**src/rtl/riscv_types_pkg.sv**
```systemverilog
// Shared pipeline types for the core.
// Holds the IF/ID bundle and the fetch-queue entry layout.
package riscv_types;

  typedef struct packed {
    logic [31:0] current_pc;
    logic [31:0] pc_plus_4;
    logic [31:0] inst;
  } if_id_reg_t;

  typedef struct packed {
    logic [31:0] pc;
    logic [31:0] inst;
    logic        filled;
  } ifq_entry_t;

endpackage

```
**src/rtl/ifq_storage.sv**
```systemverilog
// Circular entry store for the fetch queue.
// Entries are allocated at grant, filled in order at response, popped at head.
module ifq_storage
  import riscv_types::*;
#(
  parameter int DEPTH = 4,
  localparam int AW = $clog2(DEPTH),
  localparam int PW = AW + 1
) (
  input  logic          clk,
  input  logic          reset,
  input  logic          flush_i,
  input  logic          alloc_i,
  input  logic [31:0]   alloc_pc_i,
  input  logic          fill_i,
  input  logic [31:0]   fill_inst_i,
  input  logic          pop_i,
  output ifq_entry_t    head_o,
  output logic [PW-1:0] count_o,
  output logic [PW-1:0] unfilled_o,
  output logic          full_o,
  output logic          empty_o
);

  ifq_entry_t    mem_q [DEPTH];
  ifq_entry_t    mem_d [DEPTH];
  logic [PW-1:0] head_q, head_d;
  logic [PW-1:0] alloc_q, alloc_d;
  logic [PW-1:0] fill_q, fill_d;

  always_comb begin
    mem_d   = mem_q;
    head_d  = head_q;
    alloc_d = alloc_q;
    fill_d  = fill_q;
    if (flush_i) begin
      for (int i = 0; i < DEPTH; i++) begin
        mem_d[i] = '0;
      end
      head_d  = '0;
      alloc_d = '0;
      fill_d  = '0;
    end else begin
      if (alloc_i) begin
        mem_d[alloc_q[AW-1:0]] = '{
          pc: alloc_pc_i,
          inst: '0,
          filled: 1'b0
        };
        alloc_d = alloc_q + PW'(1);
      end
      if (fill_i) begin
        mem_d[fill_q[AW-1:0]].inst   = fill_inst_i;
        mem_d[fill_q[AW-1:0]].filled = 1'b1;
        fill_d = fill_q + PW'(1);
      end
      // a pop may retire the entry being filled this cycle
      if (pop_i) begin
        mem_d[head_q[AW-1:0]].filled = 1'b0;
        head_d = head_q + PW'(1);
      end
    end
  end

  always_ff @(posedge clk) begin
    if (reset) begin
      for (int i = 0; i < DEPTH; i++) begin
        mem_q[i] <= '0;
      end
      head_q  <= '0;
      alloc_q <= '0;
      fill_q  <= '0;
    end else begin
      mem_q   <= mem_d;
      head_q  <= head_d;
      alloc_q <= alloc_d;
      fill_q  <= fill_d;
    end
  end

  assign head_o     = mem_q[head_q[AW-1:0]];
  assign count_o    = alloc_q - head_q;
  assign unfilled_o = alloc_q - fill_q;
  assign full_o     = (count_o == PW'(DEPTH));
  assign empty_o    = (alloc_q == head_q);

endmodule

```
**src/rtl/inst_fetch_queue.sv**
```systemverilog
// Fetch front end: PC, imem credits, redirect discard and IF/ID output.
// IFQ_RDATA_BYPASS_EN forwards a head response straight to decode.
module inst_fetch_queue
  import riscv_types::*;
#(
  parameter int          DEPTH    = 4,
  parameter logic [31:0] RESET_PC = 32'h0000_0000,
  localparam int PW = $clog2(DEPTH) + 1,
  localparam int CW = PW + 1
) (
  input  logic        clk,
  input  logic        reset,
  input  logic        redirect_i,
  input  logic [31:0] redirect_pc_i,
  output logic        imem_req_o,
  output logic [31:0] imem_addr_o,
  input  logic        imem_gnt_i,
  input  logic        imem_rvalid_i,
  input  logic [31:0] imem_rdata_i,
  output logic        if_id_valid_o,
  output if_id_reg_t  if_id_o,
  input  logic        if_id_ready_i
);

  logic [31:0]   fetch_pc_q, fetch_pc_d;
  logic [PW-1:0] discard_q, discard_d;

  ifq_entry_t    head;
  logic [PW-1:0] count;
  logic [PW-1:0] unfilled;
  logic          full;
  logic          empty;

  logic [CW-1:0] credit_used;
  logic [PW-1:0] outstanding;
  logic          grant;
  logic          rsp_ok;
  logic          rsp_fill;
  logic          bypass;
  logic          pop;

  always_comb begin
    credit_used = {1'b0, count} + {1'b0, discard_q};
    outstanding = discard_q + unfilled;
    imem_req_o  = !reset && !redirect_i && !full
                  && (credit_used < CW'(DEPTH));
    imem_addr_o = fetch_pc_q;
    grant       = imem_req_o && imem_gnt_i;
    // a response with nothing outstanding is dropped
    rsp_ok      = imem_rvalid_i && (outstanding != '0);
    rsp_fill    = rsp_ok && (discard_q == '0);
`ifdef IFQ_RDATA_BYPASS_EN
    bypass      = rsp_fill && !empty && !head.filled;
`else
    bypass      = 1'b0;
`endif
    if_id_valid_o = !reset && !empty
                    && (head.filled || bypass);
    if_id_o = '0;
    if (if_id_valid_o) begin
      if_id_o.current_pc = head.pc;
      if_id_o.pc_plus_4  = head.pc + 32'd4;
`ifdef IFQ_RDATA_BYPASS_EN
      if_id_o.inst = head.filled ? head.inst
                                 : imem_rdata_i;
`else
      if_id_o.inst = head.inst;
`endif
    end
    pop = if_id_valid_o && if_id_ready_i;

    fetch_pc_d = fetch_pc_q;
    discard_d  = discard_q;
    if (redirect_i) begin
      fetch_pc_d = redirect_pc_i & ~32'd3;
      discard_d  = outstanding - PW'(rsp_ok);
    end else begin
      if (grant) begin
        fetch_pc_d = fetch_pc_q + 32'd4;
      end
      if (rsp_ok && (discard_q != '0)) begin
        discard_d = discard_q - PW'(1);
      end
    end
  end

  always_ff @(posedge clk) begin
    if (reset) begin
      fetch_pc_q <= RESET_PC;
      discard_q  <= '0;
    end else begin
      fetch_pc_q <= fetch_pc_d;
      discard_q  <= discard_d;
    end
  end

  ifq_storage #(
    .DEPTH(DEPTH)
  ) u_storage (
    .clk        (clk),
    .reset      (reset),
    .flush_i    (redirect_i),
    .alloc_i    (grant),
    .alloc_pc_i (fetch_pc_q),
    .fill_i     (rsp_fill),
    .fill_inst_i(imem_rdata_i),
    .pop_i      (pop),
    .head_o     (head),
    .count_o    (count),
    .unfilled_o (unfilled),
    .full_o     (full),
    .empty_o    (empty)
  );

endmodule
```
**config.mk**
```make
export PLATFORM = sky130hd
export DESIGN_NAME = inst_fetch_queue
export DESIGN_NICKNAME = d
export VERILOG_FILES = /design/src/rtl/riscv_types_pkg.sv /design/src/rtl/ifq_storage.sv /design/src/rtl/inst_fetch_queue.sv
export SDC_FILE = /design/constraint.sdc
export NUM_CORES = 1
export LEC_CHECK = 0
export ABC_CLOCK_PERIOD_IN_PS = 7040
export BUFFER_PORTS_ARGS = -buffer_cell sky130_fd_sc_hd__buf_2
export CORE_ASPECT_RATIO = 0.8
export CORE_UTILIZATION = 25
export CTS_CLUSTER_SIZE = 30
export DETAILED_ROUTE_END_ITERATION = 10
export PLACE_DENSITY = 0.46
export SYNTH_ARGS = -nofsm -noshare
export SYNTH_HDL_FRONTEND = slang
export SYNTH_SLANG_ARGS = --single-unit
```
**constraint.sdc**
```tcl
create_clock -name clk -period 7.04 [get_ports clk]
set_clock_uncertainty 0.05 [all_clocks]
set_input_delay 1.408 -clock clk [delete_from_list [all_inputs] [get_ports clk]]
set_output_delay 1.408 -clock clk [all_outputs]
set_load 0.005 [all_outputs]
```
==> metrics.md, run 1 <==
| Metric | Value |
|---|---|
| DR vias | 13380 |
| CTS tree | yes |
| Clock sink total | 302 |
| GRT Total Usage | 16.98% |
| Seq/Total Area, Yosys | 40.38% |
| Share of layout cells above drive strength 1 | 18.50% |
| Total core area | 58620 um2 |
| Reg2reg start | u_storage.head_q[0]$_SDFFE_PP0P_ |
| Worst-case clock buffer depth | 3 |
| First-pass GRT wire length | 79.70 mm |
| Synth area leader | dfxtp_1 |
| Via-to-Cell Ratio | 5.013 |
| Avg WL per Cell | 19.87 um |
| Crit path required time | 5.58 ns |
| RSZ-0062 raised after global routing | false |
| Chip Height | 220.9 um |
| Crit-path slowest cell | dfxtp_4 |
| Multiplexer share of the synthesized area | 11.03% |
| Post-synth EDFFs | 0 |
| Post-CTS setup repair buffer count | 0 |
| CTS hold repair buffers | 0 |
| Post-synth top area share | 40.38% |
| Post-route ant nets | 0 |
| CTS Buf Count | 37 |
| Die width | 275.6 um |
| Adder-cell share of the synthesized area | 2.407% |
| Worst-Margin Slew | 1.119 ns |
| GPL Wtd Cong | 0.8071 |
| Buffers and inverters on the worst path | 4 |
| Worst setup SP type | flop |
| Reg2reg setup slack | 2.50 ns |
| Buffers added on ports | 195 |
| Power Density | 248.9 nW/um2 |
| Setup TNS | 0 ns |
| Synthesized area | 14970 um2 |
| Synth top cells by count | nand2_1, dfxtp_1, a21oi_1, nand3_1, clkbuf_1 |
| Leading post-synthesis cells by cell area | dfxtp_1, nand2_1, a21oi_1 |
| Io pins | 200 |
| Area grow syn2layout | 17.06% |
| DRC | 0 |
| Fmax | 181.6 MHz |
| Critical Path, Cell by Cell | ha_1 > inv_1 > fa_1 > xor3_2 > inv_1 > ha_1 > nor3_1 > o2111ai_4 > inv_4 > buf_2 |
| Largest family of logic cells by synthesized area | simple AND/OR/NAND/NOR gates |
| Outcome | completed |
| Layout Cells excl Fill | 2669 |
| CP endpoint kind | output pin |
| Worst-path maximum fanout | 46 |
| Tmin final | 5.507 ns |
| Worst rel slew slack | 25.42% |
| Starting Density | 25.54% |
| Hold WS | 0.4010 ns |
| FP Rows | 79 |
| Worst Hold Class | flop to flop |
| Placed instance count | 2600 |
| WP data arrival | 4.05 ns |
| Full die area | 60880 um2 |
| DP HPWL | 32.00 mm |
| Routed WL | 53.02 mm |
| Initial antenna violation count | 3 |
| CP peak stage delay | 0.94 ns |
| # setup viols final | 0 |
| WS Path Type | flop to output pin |
| Post-Syn Instances | 1788 |
| Clock Latency Late Sink | 0.53 ns |
| H-Tree Depth | 2 |
| Most instantiated library cell after synthesis | nand2_1 |
| Initial DRC count | 1007 |
| Slew Limit Fails | 0 |
| Hold Violations, Final | 0 |
| Fin crit share | 78.23% |
| Delay-heaviest family, CP | adder cells |
| Synth Area in Simple Gates | 24.26% |
| Largest net degree at the start of global routing | 134 |
| Pleak | 0.006041 uW |
| Layout Nets | 1967 |
| Seq cells post-synth | 302 |
| Worst-path clk slew | 0.06 ns |
| Max VDD drop | 0.1804 mV |
| MaxCap Viol Count | 0 |
| Vias in the first global route | 13050 |
| Reg2Reg Depth | 12 |
| Async SR Flop Fraction | 0% |
| # resized after CTS | 0 |
| Ys Warns | 0 |
| Synth Area per Inst | 8.374 um2 |
| Compound-Gate Fraction of Synth Area | 14.06% |
| Predominant post-synthesis flop cell | dfxtp_1 |
| Post-Synth XOR/XNOR Area | 1.546% |
| Root Buffer | clkbuf_16 |
| Hold Path Depth | 2 |
| Synth unique cells | 66 |
| Total global routing overflow | 0 |
| Initial DRT Pass Iterations | 8 |
## metal layers
metal	global-route usage [%]	vias to the layer above	share of wire, %
met1	24.19	6536	45
met3	2.876	51	6.8
met5	0	-	0.017
met4	5.204	2	1.8
met2	25.95	378	46
li1	-	6414	-
## logic make-up (layout without fill, tap and decap cells)
group                    count (synthesis)  count (layout)
multiplexers                            75              75
flip-flops                             302             302
other                                    1               5
adder cells (fa/ha/maj)                 27              27
AO/OA/AOI/OAI                          374             374
XOR/XNOR                                23              23
AND/OR/NAND/NOR                        784             784
buffers and inverters                  202             310
## worst max path at each step
stage | startpoint | to | cells after the start
2_1_floorplan | u_storage.head_q[1]$_SDFFE_PP0P_ | imem_req_o | 13
3_3_place_gp | reset | if_id_o[35] | 7
3_5_place_dp | reset | if_id_o[33] | 7
4_1_cts | u_storage.head_q[0]$_SDFFE_PP0P_ | imem_req_o | 10
5_1_grt | u_storage.head_q[0]$_SDFFE_PP0P_ | imem_req_o | 10
6_report | u_storage.head_q[0]$_SDFFE_PP0P_ | imem_req_o | 10
## report_power, final
| part | internal (uW) | total (uW) | switching (uW) |
|---|---|---|---|
| clock | 1160 | 1910 | 756 |
| combinational | 193 | 638 | 445 |
| sequential | 1750 | 1810 | 57.7 |
| total | 3100 | 4360 | 1260 |
## placed cells by master, fill, tap and decap left out, drive strengths merged, types with 5 or more instances in the layout
cell     Yosys  final
and2        66     66
o211ai      12     12
nand3      148    148
nor3        20     20
clkbuf     105     59
dfxtp      302    302
clkinv       1      6
or3         16     16
xnor2        8      8
or4         12     12
and4         5      5
a31oi       17     17
o31ai        8      8
a22oi        7      7
nor2        41     41
nor4         5      5
o2111ai      6      6
nand2      422    422
and3        23     23
o2111a       5      5
a211oi       7      7
xor2        13     13
a21oi      280    280
ha          24     24
mux4        65     65
inv         32     33
mux2         7      7
nand4       16     16
buf         64    211
o21ai       18     18
## worst register-to-register path: cells and delay by family (launching register included)
family | cells | cell delay (ns)
AO/OA/AOI/OAI | 2 | 0.53
adder cells (fa/ha/maj) | 3 | 0.97
XOR/XNOR | 1 | 0.26
flip-flops | 1 | 0.94
buffers and inverters | 3 | 0.48
AND/OR/NAND/NOR | 3 | 1.25
## area by class of cell
class / instances / area, um2
fillers: 6258 / 41090
clock inverters: 7 / 63.81
diodes: 3 / 7.507
clock buffers: 59 / 1152
well taps: 769 / 962.2
inverters: 33 / 126.4
repair buffers: 211 / 1109
flip-flops and latches: 302 / 6053
multi-input cells: 1285 / 8051
## metrics by stage
stage	total power [uW]	setup WS [ns]	area, um2	util, %
floorplan	2258	2.456	14980	-
CTS	4424	1.453	17520	29.89
detailed placement	2487	1.540	16300	27.81
global route	4571	1.334	17520	29.90
finish	4363	1.533	17530	29.90
global placement	2477	1.558	16300	27.81
Power figures use the tool's default switching activity.
==> run 2, diff against run 1 <==
Settings changed: ABC_CLOCK_PERIOD_IN_PS 7040 to 4700, PLACE_DENSITY 0.46 to 0.47.
Clock period 7.04 ns to 4.7 ns, I/O delays scaled along.
==> metrics.md, run 2 (same netlist as run 1, synthesis figures left out) <==
| Metric | Value |
|---|---|
| Outcome | completed |
| CTS Buf Count | 38 (+2.7%) |
| Buffers and inverters on the worst path | 2 (-2) |
| Commonest non-fill, non-tap cell in the layout | nand2_1 |
| CP peak stage delay | 0.57 ns (-0.37 ns) |
| CTS tree | yes |
| Root Buffer | clkbuf_16 |
| Crit path required time | 3.71 ns (-1.87 ns) |
| Total global routing overflow | 0 (unchanged) |
| Worst Hold Class | flop to flop |
| Fin crit share | 94.35% |
| Initial antenna violation count | 6 (+3) |
| Worst setup SP type | flop |
| Tmin final | 4.434 ns |
| Via-to-Cell Ratio | 5.052 (+0.77%) |
| GRT Total Usage | 17.08% (+0.10 points) |
| Post-route ant nets | 0 (unchanged) |
| Worst-Margin Slew | 1.040 ns (-0.07855 ns) |
| Buffers added on ports | 195 (unchanged) |
| Area grow syn2layout | 18.87% |
| Clock Latency Late Sink | 0.55 ns (+0.02 ns) |
| # setup viols final | 0 (unchanged) |
| Setup crit start | u_storage.head_q[0]$_SDFFE_PP0P_ |
| CP endpoint kind | output pin |
| Worst rel slew slack | 30.65% (+5.2 points) |
| DP HPWL | 33.31 mm (+4.1%) |
| CTS hold repair buffers | 0 (unchanged) |
| Pleak | 0.006212 uW (+2.8%) |
| WP data arrival | 3.44 ns (-0.61 ns) |
| Vias in the first global route | 13330 (+2.1%) |
| Final core occ | 30.36% (+0.46 points) |
| RSZ-0062 raised after global routing | false |
| Crit-path slowest cell | or4_1 |
| Post-CTS setup repair buffer count | 0 (unchanged) |
| Reg2reg start | u_storage.alloc_q[1]$_SDFFE_PP0N_ |
| MaxCap Viol Count | 0 (unchanged) |
| # resized after CTS | 0 (unchanged) |
| First-pass GRT wire length | 80.07 mm (+0.47%) |
| Initial DRT Pass Iterations | 5 (-3) |
| Die width | 275.6 um (unchanged) |
| Largest net degree at the start of global routing | 66 (-51%) |
| DR vias | 13620 (+1.8%) |
| Slew Limit Fails | 0 (unchanged) |
| Clock sink total | 302 (unchanged) |
| Total Power | 6747 uW (+55%) |
| Fmax | 225.5 MHz |
| Routed WL | 52.92 mm (-0.19%) |
| Avg WL per Cell | 19.64 um (-1.1%) |
| Setup TNS | 0 ns (unchanged) |
| Io pins | 200 (unchanged) |
| Critical Path, Cell by Cell | buf_4 > mux4_1 > and3_1 > nand4_4 > or4_1 > a21oi_1 > buf_2 |
| Max VDD drop | 0.2892 mV (+60%) |
| Power Density | 379.1 nW/um2 (+52%) |
| Hold Violations, Final | 0 (unchanged) |
| Worst-path clk slew | 0.06 ns (about the same) |
| Full die area | 60880 um2 (unchanged) |
| Initial DRC count | 1034 (+2.7%) |
| Chip Height | 220.9 um (unchanged) |
| Most frequent cells in the layout | nand2_1, dfxtp_1, a21oi_1, buf_2, nand3_1 |
| Worst-case clock buffer depth | 3 (unchanged) |
| Total core area | 58620 um2 (unchanged) |
| DRC | 0 (unchanged) |
| WS Path Type | flop to output pin |
| Share of layout cells above drive strength 1 | 19.30% (+0.80 points) |
| H-Tree Depth | 2 (unchanged) |
| Worst-path maximum fanout | 18 (-61%) |
| FP Rows | 79 (unchanged) |
| GPL Wtd Cong | 0.7986 (-1.1%) |
| Layout Nets | 1990 (+1.2%) |
| Delay-heaviest family, CP | simple AND/OR/NAND/NOR gates |
| Starting Density | 25.54% (unchanged) |
run 2: cell count changes in the layout (fill, tap and decap cells not counted), sizes merged:
cell / delta
buf: +22
bufinv: +2
clkbuf: -1
clkinv: +1
clkinvlp: +1
diode: +1
run 2: stage by stage:
step	hold WS, ns	instances	setup WS (ns)	area, um2
floorplan	0.3815	1789	0.5836	14980
global placement	0.3871	2622	0.8571	16470
detailed placement	0.3953	2622	0.8468	16470
CTS	0.4032	2691	0.2307	17790
global route	0.4206	2694	0.1007	17790
finish	0.3993	2695	0.2657	17800
run 2: layer usage:
| layer | share of wire [%] | routed length, um | global-route usage, % | vias up |
|---|---|---|---|---|
| li1 | - | - | - | 6464 |
| met1 | 47 | 24610 | 23.85 | 6699 |
| met2 | 46 | 24200 | 26.41 | 375 |
| met3 | 5.6 | 2967 | 3.223 | 74 |
| met4 | 2.1 | 1120 | 5.293 | 4 |
| met5 | 0.038 | 20 | 0 | - |
run 2: power by group:
group | total, uW | internal (uW) | switching [uW]
Clock | 3060 | 1900 | 1160
Combinational | 978 | 301 | 677
Sequential | 2710 | 2630 | 87.0
run 2: final timing paths:
path,to,slack (ns),cells after the start
min reg2reg,flop,0.40,2
min,flop,0.40,2
max,if_id_o[59],0.27,7
max reg2reg,u_storage.mem_q[20]$_SDFF_PP0_,0.96,10
run 2: cell type report:
type | count | area, um2
clock inverter | 11 | 136.4
inverter | 33 | 126.4
multi-input combinational | 1285 | 8041
fill | 6107 | 40820
antenna | 4 | 10.01
sequential | 302 | 6053
timing repair buffer | 233 | 1286
clock buffer | 58 | 1181
tap | 769 | 962.2
run 2: worst register-to-register path, stage by stage, from the launching register on:
cell and delay [ns]:
dfxtp_1 0.49, inv_1 0.15, fa_1 0.50, inv_1 0.06, fa_1 0.43, xor2_1 0.19, xnor3_1 0.67, o2111a_1 0.35
buf_4 0.45, nand2_1 0.16, a21oi_1 0.14
